==> src/rtl/armleocpu_defs.sv <==
`default_nettype none
// ============================================================================
//  Module   : armleocpu_defs (package)
//  Brief    : Shared bus command/response codes and memory arbiter state
//             encoding for the ArmleoCPU memory subsystem.
//  Revision : 1.0 - initial release
// ============================================================================
package armleocpu_defs;

  // Bus command codes
  localparam logic [2:0] CMD_NONE  = 3'd0;
  localparam logic [2:0] CMD_READ  = 3'd1;
  localparam logic [2:0] CMD_WRITE = 3'd2;

  // Bus response codes
  localparam logic [2:0] RESP_OK    = 3'd0;
  localparam logic [2:0] RESP_ERROR = 3'd1;

  // Arbiter states
  typedef enum logic [1:0] {
    IDLE    = 2'd0,
    GRANT_D = 2'd1,
    GRANT_I = 2'd2
  } arb_state_t;

  // Index of the final beat of a burst; a burstcount of 0 means one beat.
  function automatic logic [3:0] burst_last(input logic [3:0] burstcount);
    burst_last = (burstcount == 4'd0) ? 4'd0 : burstcount - 4'd1;
  endfunction

endpackage
`default_nettype wire

==> src/rtl/armleocpu_mem_arbiter.sv <==
`default_nettype none
// ============================================================================
//  Module   : armleocpu_mem_arbiter
//  Brief    : Two-master (D-cache, I-cache) to one-slave memory arbiter.
//             Round-robin grant per whole burst; the winning master's
//             response channel is passed through combinationally.
//  Revision : 1.0 - initial release
// ============================================================================
module armleocpu_mem_arbiter
  import armleocpu_defs::*;
#(
  parameter int ADDR_WIDTH = 34,
  parameter int DATA_WIDTH = 32
) (
  input  logic                    clk,
  input  logic                    rst_n,

  input  logic                    d_transaction,
  input  logic [2:0]              d_cmd,
  input  logic [ADDR_WIDTH-1:0]   d_address,
  input  logic [3:0]              d_burstcount,
  input  logic [DATA_WIDTH-1:0]   d_wdata,
  input  logic [DATA_WIDTH/8-1:0] d_wbyte_enable,
  output logic                    d_transaction_done,
  output logic [2:0]              d_transaction_response,
  output logic [DATA_WIDTH-1:0]   d_rdata,

  input  logic                    i_transaction,
  input  logic [2:0]              i_cmd,
  input  logic [ADDR_WIDTH-1:0]   i_address,
  input  logic [3:0]              i_burstcount,
  input  logic [DATA_WIDTH-1:0]   i_wdata,
  input  logic [DATA_WIDTH/8-1:0] i_wbyte_enable,
  output logic                    i_transaction_done,
  output logic [2:0]              i_transaction_response,
  output logic [DATA_WIDTH-1:0]   i_rdata,

  output logic                    m_transaction,
  output logic [2:0]              m_cmd,
  output logic [ADDR_WIDTH-1:0]   m_address,
  output logic [3:0]              m_burstcount,
  output logic [DATA_WIDTH-1:0]   m_wdata,
  output logic [DATA_WIDTH/8-1:0] m_wbyte_enable,
  input  logic                    m_transaction_done,
  input  logic [2:0]              m_transaction_response,
  input  logic [DATA_WIDTH-1:0]   m_rdata
);

  arb_state_t state, next_state;
  logic       last_grant_i;   // 1: last burst went to I, 0: to D
  logic [3:0] beat_cnt;
  logic       sel_transaction;
  logic [3:0] sel_burstcount;
  logic       burst_end;

  // Request fields of whichever master currently holds the grant
  always_comb begin
    sel_transaction = 1'b0;
    sel_burstcount  = 4'd0;
    if (state == GRANT_D) begin
      sel_transaction = d_transaction;
      sel_burstcount  = d_burstcount;
    end else if (state == GRANT_I) begin
      sel_transaction = i_transaction;
      sel_burstcount  = i_burstcount;
    end
  end

  // Last beat reached, or early termination on an error response
  assign burst_end = m_transaction_done &&
                     ((beat_cnt == burst_last(sel_burstcount)) ||
                      (m_transaction_response != RESP_OK));

  // State, round-robin pointer and beat counter registers
  always_ff @(posedge clk or negedge rst_n) begin
    if (!rst_n) begin
      state        <= IDLE;
      last_grant_i <= 1'b1;
      beat_cnt     <= 4'd0;
    end else begin
      state <= next_state;
      if (state == IDLE) begin
        beat_cnt <= 4'd0;
        if (next_state == GRANT_D) last_grant_i <= 1'b0;
        if (next_state == GRANT_I) last_grant_i <= 1'b1;
      end else if (m_transaction_done) begin
        beat_cnt <= beat_cnt + 4'd1;
      end
    end
  end

  // Next-state: round-robin arbitration in IDLE, burst tracking in grants
  always_comb begin
    next_state = state;
    case (state)
      IDLE: begin
        if (d_transaction && i_transaction)
          next_state = last_grant_i ? GRANT_D : GRANT_I;
        else if (d_transaction)
          next_state = GRANT_D;
        else if (i_transaction)
          next_state = GRANT_I;
      end
      GRANT_D, GRANT_I: begin
        // A master dropping its request mid-burst aborts the grant
        if (!sel_transaction || burst_end)
          next_state = IDLE;
      end
      default: next_state = IDLE;
    endcase
  end

  // Request mux toward the slave and response steering to the masters
  always_comb begin
    m_transaction          = 1'b0;
    m_cmd                  = CMD_NONE;
    m_address              = '0;
    m_burstcount           = 4'd0;
    m_wdata                = '0;
    m_wbyte_enable         = '0;
    d_transaction_done     = 1'b0;
    d_transaction_response = 3'd0;
    d_rdata                = '0;
    i_transaction_done     = 1'b0;
    i_transaction_response = 3'd0;
    i_rdata                = '0;
    if (state == GRANT_D) begin
      m_transaction          = d_transaction;
      m_cmd                  = d_cmd;
      m_address              = d_address;
      m_burstcount           = d_burstcount;
      m_wdata                = d_wdata;
      m_wbyte_enable         = d_wbyte_enable;
      d_transaction_done     = m_transaction_done;
      d_transaction_response = m_transaction_response;
      d_rdata                = m_rdata;
    end else if (state == GRANT_I) begin
      m_transaction          = i_transaction;
      m_cmd                  = i_cmd;
      m_address              = i_address;
      m_burstcount           = i_burstcount;
      m_wdata                = i_wdata;
      m_wbyte_enable         = i_wbyte_enable;
      i_transaction_done     = m_transaction_done;
      i_transaction_response = m_transaction_response;
      i_rdata                = m_rdata;
    end
  end

endmodule
`default_nettype wire

==> config.mk <==
export PLATFORM = sky130hd
export DESIGN_NAME = armleocpu_mem_arbiter
export DESIGN_NICKNAME = d
export VERILOG_FILES = /design/src/rtl/armleocpu_defs.sv /design/src/rtl/armleocpu_mem_arbiter.sv
export SDC_FILE = /design/constraint.sdc
export NUM_CORES = 1
export LEC_CHECK = 0
export CORE_AREA = 2 2 132 134
export DETAILED_ROUTE_END_ITERATION = 10
export DIE_AREA = 0 0 134 136
export GPL_TIMING_DRIVEN = 0
export PLACE_DENSITY_LB_ADDON = 0.05
export SLEW_MARGIN = 20
export SYNTH_ARGS = -nofsm -noshare
export SYNTH_HDL_FRONTEND = slang
export SYNTH_SLANG_ARGS = --single-unit
==> constraint.sdc <==
create_clock -name clk -period 3.1 [get_ports clk]
set_input_delay 0.31 -clock clk [delete_from_list [all_inputs] [get_ports clk]]
set_output_delay 0.31 -clock clk [all_outputs]
set_load 0.05 [all_outputs]
# After elaboration in Yosys (flattened, before gate mapping)
# Index checks and enable logic that the tools add are counted.
# totals
reg_bits	7
latch_bits	0
mem_bits_rw	0
mem_bits_ro	0
inputBits	194
output_inout_bits	150
elab_cells	54
n_memories	0
# op_classes
add_sub_neg	2
multipliers	0
n_div	0
magnitude_cmp	0
n_eq_ne	5
shift	0
n_mux	32
bitwise_logic	0
reduce_logical	12
# ops
operator	count
$mux W32	5
$mux W34	2
$mux W4	7
$mux W3	5
$mux W2	5
$mux W1	7
$add A4 B1 Y4 const B	1
$eq A2 B1 Y1 const B	2
$eq A2 B2 Y1 const B	2
$eq A4 B4 Y1	1
$logic_not A4 Y1	1
$pmux W2 S2	1
$reduce_bool A2 Y1	2
$sub A4 B1 Y4 const B	1
$reduce_bool A3 Y1	1
$logic_and A1 B1 Y1	2
$logic_not A2 Y1	1
$logic_or A1 B1 Y1	2
$reduce_and A2 Y1	1
$reduce_or A2 Y1	1
$logic_not A1 Y1	1

# Longest topological paths before layout
# depth
word_depth	14
ltp_mapped	12

# Least setup slack after synthesis
# No wires, ideal clock.
# synth_path
kind	reg-to-reg
from	register state[1]
to	register last_grant_i
setup_time_ns	0.082
arrival_time_ns	3.447
slack_ns	-0.429
path_stages_with_launch	12
synth_period_minus_slack_ns	3.529
cell_sequence	dfrtp_1 -> inv_1 -> ha_1 -> buf_6 -> buf_2 -> o21ai_0 -> o21ai_0 -> and4bb_1 -> a31o_1 -> ha_1 -> nor2b_1 -> mux2_2
# synth_via
elab_chain_cells	14
# synth_rtl
element	line_no	text
start: declaration	armleocpu_mem_arbiter.sv:49	arb_state_t state, next_state;
start signal: assignment	armleocpu_mem_arbiter.sv:81	state <= next_state;
$eq A2 B2 Y1	n/a	
$mux W4	n/a	
$mux W4 (*)	n/a	
via m_burstcount[2]	armleocpu_mem_arbiter.sv:41	output logic [3:0] m_burstcount,
$sub A4 B1 Y4 or $logic_not A4 Y1 (tied branches)	armleocpu_defs.sv:28	burst_last = (burstcount == 4'd0) ? 4'd0 : burstcount - 4'd1;
$mux W4 (*)	armleocpu_defs.sv:28	
$eq A4 B4 Y1 (*)	armleocpu_mem_arbiter.sv:71	((beat_cnt == burst_last(sel_burstcount)) ||
$logic_or A1 B1 Y1 (*)	armleocpu_mem_arbiter.sv:71	
$logic_and A1 B1 Y1 (*)	armleocpu_mem_arbiter.sv:70	assign burst_end = m_transaction_done &&
$logic_or A1 B1 Y1 (*)	armleocpu_mem_arbiter.sv:106	if (!sel_transaction || burst_end)
$mux W2 (*)	armleocpu_mem_arbiter.sv:106	
$pmux W2 S2 (*)	armleocpu_mem_arbiter.sv:95	case (state)
$eq A2 B1 Y1 or $eq A2 B2 Y1 (tied branches)	armleocpu_mem_arbiter.sv:84, armleocpu_mem_arbiter.sv:85	
$reduce_bool A2 Y1 (no source line)	n/a	
$reduce_and A2 Y1 (no source line)	n/a	
end signal: assignment	armleocpu_mem_arbiter.sv:78	last_grant_i <= 1'b1;
end signal: assignment	armleocpu_mem_arbiter.sv:84	if (next_state == GRANT_D) last_grant_i <= 1'b0;
end signal: assignment	armleocpu_mem_arbiter.sv:85	if (next_state == GRANT_I) last_grant_i <= 1'b1;
end: declaration	armleocpu_mem_arbiter.sv:50	logic last_grant_i;
# The timed path passes the listed nets; every way through them passes the cells marked *.
# A chain may end at the register's enable or synchronous reset.

# Worst setup path after layout
# layout_path
from	register state[1]
to	output port d_rdata[14]
# layout_via
elab_chain_cells	2
# layout_rtl
element	line_no	text
$eq A2 B1 Y1	armleocpu_mem_arbiter.sv:127	if (state == GRANT_D) begin
$mux W32	armleocpu_mem_arbiter.sv:127	
end: declaration	armleocpu_mem_arbiter.sv:26	output logic [DATA_WIDTH-1:0] d_rdata,
# No other way between the ends.

==> summary.md <==
| Metric | Value |
|---|---|
| Run status | `completed` |
| Max-cap violation count | `0` |
| Worst path buffer plus inverter count | `6` |
| H-tree level count | `1` |
| Setup repair after global routing missed its margin | `true` |
| Number of iterations in the first detailed-routing pass | `4` |
| Count of flip-flops with a built-in enable after synthesis | `0` |
| Hold Violations, Final | `0` |
| Critical Path Source Type | `flip-flop` |
| Switching power | `approximately 0.0034 W` |
| Yosys Warn Count | `0` |
| Critical path, cell by cell | `inv_1 -> ha_1 -> buf_6 -> buf_2 -> buf_4 -> buf_1 -> and2_1 -> dlygate4sd2_1` |
| Finished Cell Area | `about 5700 sq um` |
| Share of synthesized area occupied by flip-flops and latches | `under 10%` |
| Floorplan core area | `16,900 sq um` |
| Detailed-route wire length per cell | `~18 microns` |
| Insertion delay to the later sink of the worst-skew pair | `230 ps` |
| Area of the multi-input gates | `a little under 2000 sq um` |
| Share of cells above drive strength 1 | `between 15 and 20%` |
| # hold bufs at CTS | `0` |
| Fmax | `approximately 340 MHz` |
| Met2 usage in global routing | `between 30% and 40%` |
| Final routed DRC violation total | `0` |
| Count of clock tree sinks | `7` |
| CP Launch Point | `state[1]` |
| Initial Utilization | `13.8%` |
| Setup Slack @ Placement | `-250 ps` |
| Number of CTS-inserted buffers | `3` |
| Worst slew pin tran | `between 500 and 600 ps` |
| Net total in the final layout | `964` |
| Slew headroom | `64.6%` |
| Crit-path leading delay family | `buffers and inverters` |
| Setup violators final | `0` |
| Max Fanout on Critical Path | `10` |
| Synth unique cells | `43` |
| Via count of the first global-routing pass | `around 3,900` |
| Fin worst setup slack | `about 120 ps` |
| Share of power burned in combinational logic | `a little over 90%` |
| Power per cell area | `between 800 and 900 nW/um^2` |
| Avg Vias per Cell | `between 4 and 5` |
| Post-detailed-placement cell area | `about 6000 sq um` |
| Number of input and output port buffers inserted | `342` |
| GR Overflow Total | `0` |
| Critical-path cell with the highest stage delay | `sky130_fd_sc_hd__dlygate4sd2_1` |
| Prevailing post-synth register cell | `sky130_fd_sc_hd__dfrtp_1` |
| Total wire length after detailed routing | `between 15 and 20 mm` |
| Met1 Track Usage GR | `a little over a fifth` |
| Largest stage delay on the critical path | `530 ps` |
| Max-slew violations | `0` |
| Worst setup skew after layout | `0.610 ps` |
| Nets in the synthesized netlist | `approximately 600` |
| Launch point of the worst reg-to-reg path | `state[0]` |
| CTS tree | `yes` |
| Die area | `around 18,000 sq um` |
| Post-CTS repair timing setup buffer count | `0` |
| Root Driver | `sky130_fd_sc_hd__clkbuf_16` |
| Final period utilization | `a little over nine tenths` |
| Final antenna diode count | `0` |
| GR peak layer | `met2` |
| Wire length of the first global-routing pass | `25.0 mm` |
| Ports | `between 300 and 400` |
| Count of standard-cell rows | `48` |
| Leak Pwr | `2.51 nW` |
| Met3 GRT Util | `between 3 and 4%` |
| Required time at the endpoint of the critical path | `about 2800 ps` |
| Async set-or-reset flop fraction in the synthesized netlist | `100%` |
| Clock network fraction of total power | `under 10%` |
| Area added between synthesis and finish | `143%` |
| Mapped Area | `2330 sq um` |
| Sequential share of power | `approximately 2.9%` |
| Detail Placement HPWL | `approximately 15 mm` |
| Final weighted congestion in routability-driven placement | `around 0.86` |
| Clock Path Buffers | `2` |
| Chip width | `about 130 microns` |
| Worst path arrival time | `~2700 ps` |
| Worst hold path type | `primary input to async pin` |
| Switching power as a share of total power | `69.3%` |
| Kind of end point of the critical path | `output port` |
| Final ANT Viol Nets | `0` |
| Cells after synthesis | `417` |
| Synthesized area divided by synthesized cell count | `around 5.6 sq um` |
| Fillers | `between 1,500 and 2,000` |
| Cell internal power dissipation | `roughly 0.0015 W` |
| Min Clock Period, post-route | `2980 ps` |
| Peak VDD IR | `~0.00055 V` |
| Type of the worst setup path | `flip-flop to output port` |
| Register cell area after layout | `around 180 sq um` |
| Overall fraction of global-route tracks in use | `between 15 and 20%` |
| Initial DRC count | `between 200 and 300` |
| Number of antenna violations at the first check in global routing | `0` |
| Vias post-DR | `roughly 4,000` |
| #FFs+latches synth | `7` |
| Clock Pin Slew Worst Setup and Hold Paths | `40 ps` |
| Die Ht | `between 100 and 150 microns` |
| Maximum number of pins on one net before global-route repair | `11` |
## path summary, 6_finish.rpt
path	endpoint	slack (ps)	cells after the start
hold / removal	beat_cnt[3]	350	1
setup reg to reg	last_grant_i	310	11
hold reg to reg	beat_cnt[3]	600	2
setup / recovery	d_rdata[14]	120	8
min in group clk	beat_cnt[0]	570	3
max in group asynchronous	last_grant_i	2460	1
## layout make-up
class | count | share of cell area, %
Clock buffer | 4 | 1.39
Inverter | 5 | 0.331
Sequential cell | 7 | 3.11
Tap cell | 225 | 4.96
Timing Repair Buffer | 342 | 52.4
Multi-Input combinational cell | 367 | 34.5
Buffer | 38 | 3.26
## power by group through the flow
stage	Combinational, W	Clock (W)	Sequential, W
final	0.00457	0.000217	0.000142
after global routing	0.00485	0.000227	0.000148
after CTS	0.00473	0.000221	0.000144
after detailed placement	0.00505	0	0.000145
after global placement	0.00502	0	0.000144
after floorplan	0.00322	0	0.000137
## metrics by stage
step / std cells / hold WS (ps) / util, % / setup TNS (ps) / power, W
floorplan: 417 / 14.4 / - / 0 / 0.00335
global placement: 984 / 585 / 35.8 / -9070 / 0.00517
detailed placement: 984 / 600 / 35.8 / -12140 / 0.00519
CTS: 988 / 362 / 35.7 / -77.1 / 0.00510
global route: 988 / 376 / 33.6 / -892 / 0.00523
finish: 988 / 348 / 33.6 / 0 / 0.00493
## kinds of logic after synthesis
logic type	synth area share (%)
and+or+nand+nor	52.3
AOI/OAI and AO/OA	26.5
buffers and inverters	8.37
DFF	7.57
adders and majority gates	3.22
xor gates and xnor gates	1.13
muxes	0.912
## sequential cells by signal, indices dropped and copies added (netlist names)
name / cells
beat_cnt: 4
last_grant_i: 1
state: 2
## layer usage
metal	up-vias	share of wire, %
li1	2079	-
met1	1856	40
met2	156	52
met3	10	6.8
met4	0	1.1
met5	-	0
## synthesized netlist by cell type, types with 2 or more instances
cell                       instances  share of area [%]
sky130_fd_sc_hd__ha_1              6                3.2
sky130_fd_sc_hd__nand2b_1          2               0.54
sky130_fd_sc_hd__a31oi_1           4                1.1
sky130_fd_sc_hd__o211ai_1          3               0.97
sky130_fd_sc_hd__and2_1           72                 19
sky130_fd_sc_hd__buf_2             6                1.3
sky130_fd_sc_hd__nand2_1         150                 24
sky130_fd_sc_hd__a22o_1            4                1.5
sky130_fd_sc_hd__inv_1             5               0.81
sky130_fd_sc_hd__buf_6             3                1.4
sky130_fd_sc_hd__nand3b_1          2               0.64
sky130_fd_sc_hd__nand3b_4          3                2.6
sky130_fd_sc_hd__o32ai_1           3                1.1
sky130_fd_sc_hd__buf_1             2               0.32
sky130_fd_sc_hd__dfrtp_1           6                6.4
sky130_fd_sc_hd__xnor2_1           2               0.75
sky130_fd_sc_hd__a21oi_1           7                1.5
sky130_fd_sc_hd__clkbuf_1         26                4.2
sky130_fd_sc_hd__nand3_1           6                1.3
sky130_fd_sc_hd__o21ai_0          77                 17
sky130_fd_sc_hd__nor2_1            4               0.64
sky130_fd_sc_hd__nor2b_1           3               0.81
## cells in the final DEF, fill, tap and decap left out, drive strengths merged, types with 2 or more instances in the layout
| cell type | n |
|---|---|
| a22o | 4 |
| ha | 6 |
| and2 | 72 |
| nand3 | 6 |
| o211ai | 3 |
| a31oi | 4 |
| nand2 | 151 |
| clkdlybuf4s50 | 197 |
| dfrtp | 6 |
| a21oi | 7 |
| nor2 | 4 |
| nand3b | 5 |
| clkdlybuf4s15 | 23 |
| nand2b | 2 |
| o21ai | 77 |
| clkbuf | 96 |
| xnor2 | 2 |
| buf | 30 |
| nor2b | 3 |
| dlygate4sd2 | 38 |
| inv | 5 |
| o32ai | 3 |
## timing repair
item,in CTS,in global routing
gates resized for setup,245,212
hold endpoints to repair,0,0
setup endpoints to repair,145,142
pin swaps,0,0
Note: power is estimated with default switching activity, not from simulation.
